[config.mk]
export PLATFORM = sky130hd
export DESIGN_NAME = image_loader_flat
export DESIGN_NICKNAME = d
export VERILOG_FILES = /design/src/rtl/image_loader_if.sv /design/src/rtl/image_loader.sv /design/src/flat_wrapper.sv
export SDC_FILE = /design/constraint.sdc
export NUM_CORES = 1
export LEC_CHECK = 0
export ABC_AREA = 1
export CORE_MARGIN = 2
export CORE_UTILIZATION = 30
export DETAILED_ROUTE_END_ITERATION = 8
export GPL_TIMING_DRIVEN = 0
export PLACE_DENSITY = 0.59
export SYNTH_ARGS = -nofsm -noshare
export SYNTH_HDL_FRONTEND = slang
export SYNTH_SLANG_ARGS = --single-unit
[constraint.sdc]
create_clock -name clk -period 1.8 [get_ports clk]
set_input_delay 0.18 -clock clk [delete_from_list [all_inputs] [get_ports clk]]
set_output_delay 0.18 -clock clk [all_outputs]
set_load 0.01 [all_outputs]
[src/rtl/image_loader_if.sv]
// Control, byte-stream and image write bus bundle for image_loader.
// The host drives through master; the loader uses slave.
interface image_loader_if;
    logic        start;
    logic        target;
    logic        abort;
    logic        in_valid;
    logic [7:0]  in_data;
    logic        in_ready;
    logic        background_write_en;
    logic        spritesheet_write_en;
    logic [16:0] image_write_addr;
    logic [15:0] image_write_data;
    logic        busy;
    logic        done;

    modport master (
        output start, target, abort, in_valid, in_data,
        input  in_ready, background_write_en, spritesheet_write_en,
        input  image_write_addr, image_write_data, busy, done
    );

    modport slave (
        input  start, target, abort, in_valid, in_data,
        output in_ready, background_write_en, spritesheet_write_en,
        output image_write_addr, image_write_data, busy, done
    );
endinterface

[src/rtl/image_loader.sv]
// Packs a host byte stream into RGB565 background words or 8-bit spritesheet entries.
// Sequences write addresses and reports completion and abort.
module image_loader #(
    parameter logic [16:0] BACKGROUND_PIXELS = 17'd129600,
    parameter logic [16:0] SPRITESHEET_BYTES = 17'd32768
) (
    input logic           clk,
    input logic           reset_n,
    image_loader_if.slave bus
);
    typedef enum logic [2:0] {StIdle, StBgLo, StBgHi, StSpr, StFinish} state_e;

    state_e      state_q, state_d;
    logic [16:0] cnt_q, cnt_d;
    logic [7:0]  lo_q, lo_d;
    logic        in_ready_q, in_ready_d;
    logic        bg_we_q, bg_we_d;
    logic        spr_we_q, spr_we_d;
    logic [16:0] addr_q, addr_d;
    logic [15:0] data_q, data_d;
    logic        busy_q, busy_d;
    logic        done_q, done_d;
    logic        hs;

    // in_ready is registered, so it mirrors the current state being a load state
    assign hs = bus.in_valid && in_ready_q;

    always_comb begin
        state_d  = state_q;
        cnt_d    = cnt_q;
        lo_d     = lo_q;
        bg_we_d  = 1'b0;
        spr_we_d = 1'b0;
        addr_d   = addr_q;
        data_d   = data_q;
        done_d   = 1'b0;

        unique case (state_q)
            StIdle: begin
                if (bus.start && !bus.abort) begin
                    cnt_d   = '0;
                    state_d = bus.target ? StSpr : StBgLo;
                end
            end
            StBgLo: begin
                if (hs) begin
                    lo_d    = bus.in_data;
                    state_d = StBgHi;
                end
            end
            StBgHi: begin
                if (hs) begin
                    bg_we_d = 1'b1;
                    addr_d  = cnt_q;
                    data_d  = {bus.in_data, lo_q};
                    cnt_d   = cnt_q + 17'd1;
                    state_d = (cnt_q == BACKGROUND_PIXELS - 17'd1) ? StFinish : StBgLo;
                end
            end
            StSpr: begin
                if (hs) begin
                    spr_we_d = 1'b1;
                    addr_d   = cnt_q;
                    data_d   = {8'h00, bus.in_data};
                    cnt_d    = cnt_q + 17'd1;
                    state_d  = (cnt_q == SPRITESHEET_BYTES - 17'd1) ? StFinish : StSpr;
                end
            end
            StFinish: begin
                done_d  = 1'b1;
                state_d = StIdle;
            end
            default: state_d = StIdle;
        endcase

        // Abort drops any byte taken this cycle and the pending low byte
        if (bus.abort && state_q != StIdle) begin
            state_d  = StIdle;
            lo_d     = '0;
            bg_we_d  = 1'b0;
            spr_we_d = 1'b0;
            addr_d   = addr_q;
            data_d   = data_q;
            done_d   = 1'b0;
        end

        in_ready_d = (state_d == StBgLo) || (state_d == StBgHi) || (state_d == StSpr);
        busy_d     = (state_d != StIdle);
    end

    always_ff @(posedge clk) begin
        if (!reset_n) begin
            state_q    <= StIdle;
            cnt_q      <= '0;
            lo_q       <= '0;
            in_ready_q <= 1'b0;
            bg_we_q    <= 1'b0;
            spr_we_q   <= 1'b0;
            addr_q     <= '0;
            data_q     <= '0;
            busy_q     <= 1'b0;
            done_q     <= 1'b0;
        end else begin
            state_q    <= state_d;
            cnt_q      <= cnt_d;
            lo_q       <= lo_d;
            in_ready_q <= in_ready_d;
            bg_we_q    <= bg_we_d;
            spr_we_q   <= spr_we_d;
            addr_q     <= addr_d;
            data_q     <= data_d;
            busy_q     <= busy_d;
            done_q     <= done_d;
        end
    end

    assign bus.in_ready             = in_ready_q;
    assign bus.background_write_en  = bg_we_q;
    assign bus.spritesheet_write_en = spr_we_q;
    assign bus.image_write_addr     = addr_q;
    assign bus.image_write_data     = data_q;
    assign bus.busy                 = busy_q;
    assign bus.done                 = done_q;
endmodule

[src/flat_wrapper.sv]
// flat-port wrapper written by rule: the top's interface ports become plain ports
module image_loader_flat 
#(
    parameter logic [16:0] BACKGROUND_PIXELS = 17'd129600,
    parameter logic [16:0] SPRITESHEET_BYTES = 17'd32768
)
  (clk, reset_n, bus_start, bus_target, bus_abort, bus_in_valid, bus_in_data, bus_in_ready, bus_background_write_en, bus_spritesheet_write_en, bus_image_write_addr, bus_image_write_data, bus_busy, bus_done);
  image_loader_if bus_i ();
  input logic clk;
  input logic reset_n;
  input wire logic [$bits(bus_i.start)-1:0] bus_start;
  input wire logic [$bits(bus_i.target)-1:0] bus_target;
  input wire logic [$bits(bus_i.abort)-1:0] bus_abort;
  input wire logic [$bits(bus_i.in_valid)-1:0] bus_in_valid;
  input wire logic [$bits(bus_i.in_data)-1:0] bus_in_data;
  output wire logic [$bits(bus_i.in_ready)-1:0] bus_in_ready;
  output wire logic [$bits(bus_i.background_write_en)-1:0] bus_background_write_en;
  output wire logic [$bits(bus_i.spritesheet_write_en)-1:0] bus_spritesheet_write_en;
  output wire logic [$bits(bus_i.image_write_addr)-1:0] bus_image_write_addr;
  output wire logic [$bits(bus_i.image_write_data)-1:0] bus_image_write_data;
  output wire logic [$bits(bus_i.busy)-1:0] bus_busy;
  output wire logic [$bits(bus_i.done)-1:0] bus_done;
  assign bus_i.start = bus_start;
  assign bus_i.target = bus_target;
  assign bus_i.abort = bus_abort;
  assign bus_i.in_valid = bus_in_valid;
  assign bus_i.in_data = bus_in_data;
  assign bus_in_ready = bus_i.in_ready;
  assign bus_background_write_en = bus_i.background_write_en;
  assign bus_spritesheet_write_en = bus_i.spritesheet_write_en;
  assign bus_image_write_addr = bus_i.image_write_addr;
  assign bus_image_write_data = bus_i.image_write_data;
  assign bus_busy = bus_i.busy;
  assign bus_done = bus_i.done;
  image_loader #(.BACKGROUND_PIXELS(BACKGROUND_PIXELS), .SPRITESHEET_BYTES(SPRITESHEET_BYTES)) u_core (.clk(clk), .reset_n(reset_n), .bus(bus_i));
endmodule
==> qor.txt, run 1 <==
Post-DRT Antenna Nets - 0
Startpoint Class - register
final core occ - 41.2%
DRT iter0 DRCs - 103
port buffer count - 51
CTS tree - built
H-tree levels - 3
Core Footprint - 9330 um2
number of post-CTS setup repair buffers - 0
worst hold-check path type - register to register
Clock Path Buffers - 2
fin crit share - 90.5%
fin nets - 460
Cell Pwr Density - 873 nW/um2
Reg clk slew, reported paths - 0.08 ns
die area - 10500 um2
Final Critical Period - 1.63 ns
area leader, netlist - dfxtp_1
VDD IR max - 0.391 mV
Most used DFF post-synth - dfxtp_1
Syn Inst Count - 383
share of layout cells above drive strength 1 - 14.0%
element type at the critical path end - register
syn nets - 398
Chip Width - 103 um
Tot Pwr - 0.00335 W
Netlist Area Pre-Place - 2910 um2
Initial Utilization - 31.2%
setup slack after placement - -0.0643 ns
# diodes - 0
yosys warns - 0
DR WL/cell - 13.3 um
GR met3 Demand/Resource - 3.80%
Mean Syn Cell Area - 7.60 um2
vias in the first global route - 2539
via/cell ratio - 4.63
CTS Root Cell - clkbuf_8
worst setup margin - 0.171 ns
gp weighted congestion - 0.901
Area Growth Syn to Fin - 32.0%
routing usage on met2 - 23.9%
GRT Overall Usage - 15.4%
busiest grt layer - met2
Max-Cap Viols - 0
# setup viols final - 0
Distinct cells, synth - 33
CTS sink cnt - 66
max_slew headroom - 59.1%
Commonest cells post-synth - nand2_1 (79), dfxtp_1 (66), nor2_1 (39)
pin count of the biggest net entering global routing - 14
DR vias - 2681
Lkg Pwr - 1.41 nW
WS Path Type - register to register
Clock Skew - 0.00971 ns
GRT Residual Overflow - 0
first-pass GRT wire length - 12400 um
Cell Rows - 35
grt met1 use - 20.8%
critical path required time - 2.04 ns
worst-margin pin slew - 0.613 ns
Slew Limit Fails - 0
overall routed net length - 7730 um
Final HPWL DP - 5850 um
Async S/R FF share, synth - 0%
Initial DRT Pass Iterations - 4
antenna violations before repair - 0
most frequent cell after synthesis - nand2_1
status - finished clean
Die Ht - 103 um
DR DRC count - 0
crit path max fanout - 5
synth top area cells - dfxtp_1 (45%), nand2_1 (10%), a21oi_1 (5.8%)
top-area cell type share of the netlist area - 45.4%
Hold Vio Cnt, Final - 0
sequential element share of the synthesized area - 45.4%
Post-synth EDFFs - 0
TritonCTS Buffers - 9
#FFs+latches synth - 66
CP Data Arrival Time - 1.86 ns
IO Count - 52
worst skew pair latency - 0.35 ns
Max Clock Freq - 614 MHz
==> cells in the final DEF (no fill, tap or decap), drive strengths merged, types with 3 or more instances in the layout <==
cell / netlist / final
o21ai: 40 / 40
nor3: 5 / 5
clkbuf: 3 / 12
buf: 10 / 10
clkdlybuf4s50: 0 / 51
a31oi: 8 / 8
nand3: 22 / 22
nand2: 84 / 84
dfxtp: 66 / 66
a21oi: 39 / 39
bufinv: 0 / 3
inv: 43 / 45
nor2: 46 / 46
clkinv: 2 / 4
nand4: 9 / 9
==> critical path, cell delays in order (launching register included) <==
cell and delay, ns:
dfxtp_1 0.39, ha_2 0.24, inv_1 0.08, nor2_4 0.16, nand2_1 0.10, nor2_1 0.16, nand2_1 0.07, nand2_1 0.08
nand3_1 0.07, nand2_1 0.10, nand3_1 0.07
==> path summary, 6_finish.rpt <==
check	start	end	slack [ns]	depth (start not counted)
worst min-delay path	u_core.lo_q[1]$_SDFFE_PP0P_	u_core.lo_q[1]$_SDFFE_PP0P_	0.45	2
worst max register to register	u_core.cnt_q[1]$_SDFFE_PN0P_	u_core.bus.busy$_SDFF_PN0_	0.17	10
worst min register to register	u_core.lo_q[1]$_SDFFE_PP0P_	u_core.lo_q[1]$_SDFFE_PP0P_	0.45	2
worst max-delay path	u_core.cnt_q[1]$_SDFFE_PN0P_	u_core.bus.busy$_SDFF_PN0_	0.17	10
==> metrics by stage <==
stage | setup TNS (ns) | hold slack (ns) | instance area [um2] | instances
final | 0 | 0.448 | 3840 | 579
after global placement | -0.0847 | 0.431 | 3580 | 563
after CTS | 0 | 0.448 | 3830 | 579
after global routing | -0.0180 | 0.466 | 3840 | 579
after floorplan | 0 | 0.323 | 2910 | 383
after detailed placement | -0.397 | 0.436 | 3580 | 563
==> power by group <==
group / internal [W] / total (W) / switching [W]
sequential: 0.00149 / 0.00150 / 0.0000157
combinational: 0.000114 / 0.000286 / 0.000172
clock: 0.000934 / 0.00156 / 0.000629
total: 0.00254 / 0.00335 / 0.000817
==> what timing repair did <==
action / in CTS / in global routing
hold buffers: 0 / 0
endpoints found under the setup margin: 0 / 5
gates resized for setup: 0 / 3
endpoints found under the hold margin: 0 / 0
==> sequential cells by signal, summed over array words and instances, names as in the netlist <==
name	count
u_core.bus.image_write_addr	17
u_core.cnt_q	17
u_core.bus.image_write_data	16
u_core.lo_q	8
u_core.state_q	3
u_core.bus.background_write_en	1
u_core.bus.busy	1
u_core.bus.done	1
u_core.bus.in_ready	1
u_core.bus.spritesheet_write_en	1
==> layer usage <==
layer  routed length, um  part of all wire (%)
met5                   0                     0
met4                 116                   1.5
met3                 290                   3.8
met2                3540                    46
met1                3790                    49
==> layout make-up <==
cell class | count | area (um2)
inverters | 45 | 181
clock inverters | 7 | 125
repair buffers | 51 | 510
clock buffers | 9 | 124
well taps | 129 | 161
plain buffers | 13 | 93.8
fillers | 946 | 5490
flip-flops and latches | 66 | 1320
multi-input cells | 259 | 1330
==> cells by family (layout without fill, tap and decap cells) <==
| group | after synthesis | count (layout) | share of synthesized area [%] |
|---|---|---|---|
| buffers and inverters | 58 | 125 | 9.45 |
| AO/OA/AOI/OAI | 88 | 88 | 16.2 |
| adder cells (fa/ha/maj) | 1 | 1 | 0.430 |
| AND/OR/NAND/NOR | 170 | 170 | 28.5 |
| flip-flops | 66 | 66 | 45.4 |
Power figures use the tool's default switching activity.
==> inputs of run 2 (changes only) <==
--- a/config.mk
+++ b/config.mk
@@ -6,6 +6,8 @@
 export NUM_CORES = 1
 export LEC_CHECK = 0
 export ABC_AREA = 1
+export ABC_CLOCK_PERIOD_IN_PS = 1800
+export CAP_MARGIN = 20
 export CORE_MARGIN = 2
 export CORE_UTILIZATION = 30
 export DETAILED_ROUTE_END_ITERATION = 8
==> results of run 2 <==
No change in the layout: final DEF, timing and power equal those of run 1.
==> inputs of run 3 (changes only) <==
==> constraint.sdc (replaced) <==
create_clock -name clk -period 1.8 [get_ports clk]
set_input_delay 0.54 -clock clk [delete_from_list [all_inputs] [get_ports clk]]
set_output_delay 0.54 -clock clk [all_outputs]
set_load 0.01 [all_outputs]
==> qor.txt, run 3 (synthesized netlist as in run 1, its figures left out) <==
placed cell count - 563
Die Ht - 103 um
Max Clock Freq - 565 MHz
RSZ-0062 raised after global routing - false
vias in the first global route - 2543
crit-path max cell delay - 0.54 ns
Slowest-stage cell, CP - clkdlybuf4s50_1
post-CTS sizing - 7
IO Count - 52
Cell Pwr Density - 857 nW/um2
Non-Filler Instances - 579
Slew Limit Fails - 0
overall routed net length - 7820 um
WS Path Type - register to output pin
fin nets - 460
end of the worst register-to-register path - u_core.bus.busy$_SDFF_PN0_
CTS sink cnt - 66
# diodes - 0
# setup viols final - 0
CTS Hold Bufs - 0
fin crit share - 98.3%
Buf+Inv Stages, Crit Path - 1
Startpoint Class - register
CTS tree - built
Cell Rows - 35
CP Data Arrival Time - 1.23 ns
fin area - 3920 um2
Final Critical Period - 1.77 ns
share of layout cells above drive strength 1 - 14.9%
worst hold-check path type - register to register
TritonCTS Buffers - 9
Core Footprint - 9330 um2
worst path cell trace - clkdlybuf4s50_1
H-tree levels - 3
DRT iter0 DRCs - 111
DR DRC count - 0
Hold Vio Cnt, Final - 0
Initial Utilization - 31.2%
critical path required time - 1.26 ns
Reg power frac - 44.8%
die area - 10500 um2
pin count of the biggest net entering global routing - 14
gp weighted congestion - 0.901
Hold Crit Endpoint - u_core.lo_q[1]$_SDFFE_PP0P_
Hold Startpoint - u_core.lo_q[1]$_SDFFE_PP0P_
antenna violations before repair - 0
clock share of power - 46.7%
Clock Path Buffers - 2
worst skew pair latency - 0.35 ns
FF-to-FF setup slack - 0.19 ns
Clock Skew - 0.00818 ns
port buffer count - 51
CTS Root Cell - clkbuf_8
worst-margin pin slew - 0.623 ns
element type at the critical path end - output pin
GRT Overall Usage - 15.4%
Initial DRT Pass Iterations - 4
Max-Cap Viols - 0
via/cell ratio - 4.64
worst r2r path cells - 10
Area Growth Syn to Fin - 34.6%
Lkg Pwr - 1.87 nW
GRT Residual Overflow - 0
commonest cells after routing, fill and taps aside - nand2_1 (77), dfxtp_1 (66), nor2_1 (38), inv_1 (34), a21oi_1 (34)
Psw - 0.000827 W
number of post-CTS setup repair buffers - 0
RR Startpoint - u_core.cnt_q[0]$_SDFFE_PN0P_
crit path max fanout - 2
Reg clk slew, reported paths - 0.08 ns
internal power - 0.00253 W
status - finished clean
Chip Width - 103 um
placed instance area - 3580 um2
commonest non-fill, non-tap cell in the layout - nand2_1
max_slew headroom - 58.5%
Tot Pwr - 0.00336 W
VDD IR max - 0.398 mV
Logic pwr share - 8.5%
Post-DRT Antenna Nets - 0
Crit path max-delay family - buffers and inverters
DR WL/cell - 13.5 um
Sw Share - 24.6%
Final HPWL DP - 5850 um
DR vias - 2684
first-pass GRT wire length - 12400 um
Hold Path Stages - 2
-- run 3: cell count changes in the layout (fill, tap and decap cells not counted) --
cell / delta
clkdlybuf4s50_1: -28
buf_4: +1
dlygate4sd2_1: +4
nand3_1: -1
nand3_2: +1
inv_1: -1
ha_4: +1
buf_2: -1
nand2_2: +2
dlymetal6s2s_1: +24
ha_2: -1
inv_2: +1
nand2_1: -2
-- run 3: final cells by class --
cell class / instances / area, um2
clock buffers: 9 / 124
well taps: 129 / 161
clock inverters: 7 / 125
repair buffers: 51 / 566
inverters: 45 / 181
flip-flops and latches: 66 / 1320
fillers: 938 / 5410
plain buffers: 13 / 96.3
multi-input cells: 259 / 1350
-- run 3: worst max-delay path by stage --
stage                                                             from                                            to  slack, ns  depth (start not counted)
after floorplan                                           bus_in_valid  u_core.bus.image_write_addr[10]$_SDFFE_PN0P_       0.33                          9
after global placement                                    bus_in_valid  u_core.bus.image_write_addr[15]$_SDFFE_PN0P_      -0.37                          9
after detailed placement                                  bus_in_valid                   u_core.lo_q[6]$_SDFFE_PP0P_      -0.42                          7
after CTS                 u_core.bus.image_write_addr[16]$_SDFFE_PN0P_                      bus_image_write_addr[16]     0.0005                          1
after global routing      u_core.bus.image_write_addr[10]$_SDFFE_PN0P_                      bus_image_write_addr[10]      0.004                          1
final                      u_core.bus.image_write_addr[9]$_SDFFE_PN0P_                       bus_image_write_addr[9]       0.03                          1
-- run 3: metrics by stage --
| stage | setup slack [ns] | TNS [ns] | hold slack (ns) | utilization, % |
|---|---|---|---|---|
| final | 0.0312 | 0 | 0.448 | 42.0 |
| after floorplan | 0.326 | 0 | 0.423 | - |
| after global placement | -0.374 | -16.60 | 0.431 | 38.4 |
| after CTS | 0.000517 | 0 | 0.448 | 41.1 |
| after detailed placement | -0.424 | -18.85 | 0.436 | 38.4 |
| after global routing | 0.00427 | 0 | 0.466 | 42.0 |
-- run 3: per-layer routing --
metal  track usage (%)  wire [um]  vias up
met3              3.80        298       10
met4              5.54        114        0
met2              23.9       3600       53
li1                  -          -     1381
met1              20.8       3810     1240
met5                 0          0        -
-- run 3: power by group through the flow --
| stage | Combinational, W | Sequential (W) | Clock (W) |
|---|---|---|---|
| CTS | 0.000289 | 0.00150 | 0.00159 |
| global route | 0.000315 | 0.00151 | 0.00165 |
| floorplan | 0.000153 | 0.00155 | 0 |
| detailed placement | 0.000285 | 0.00154 | 0 |
| global placement | 0.000280 | 0.00154 | 0 |
| finish | 0.000286 | 0.00150 | 0.00157 |
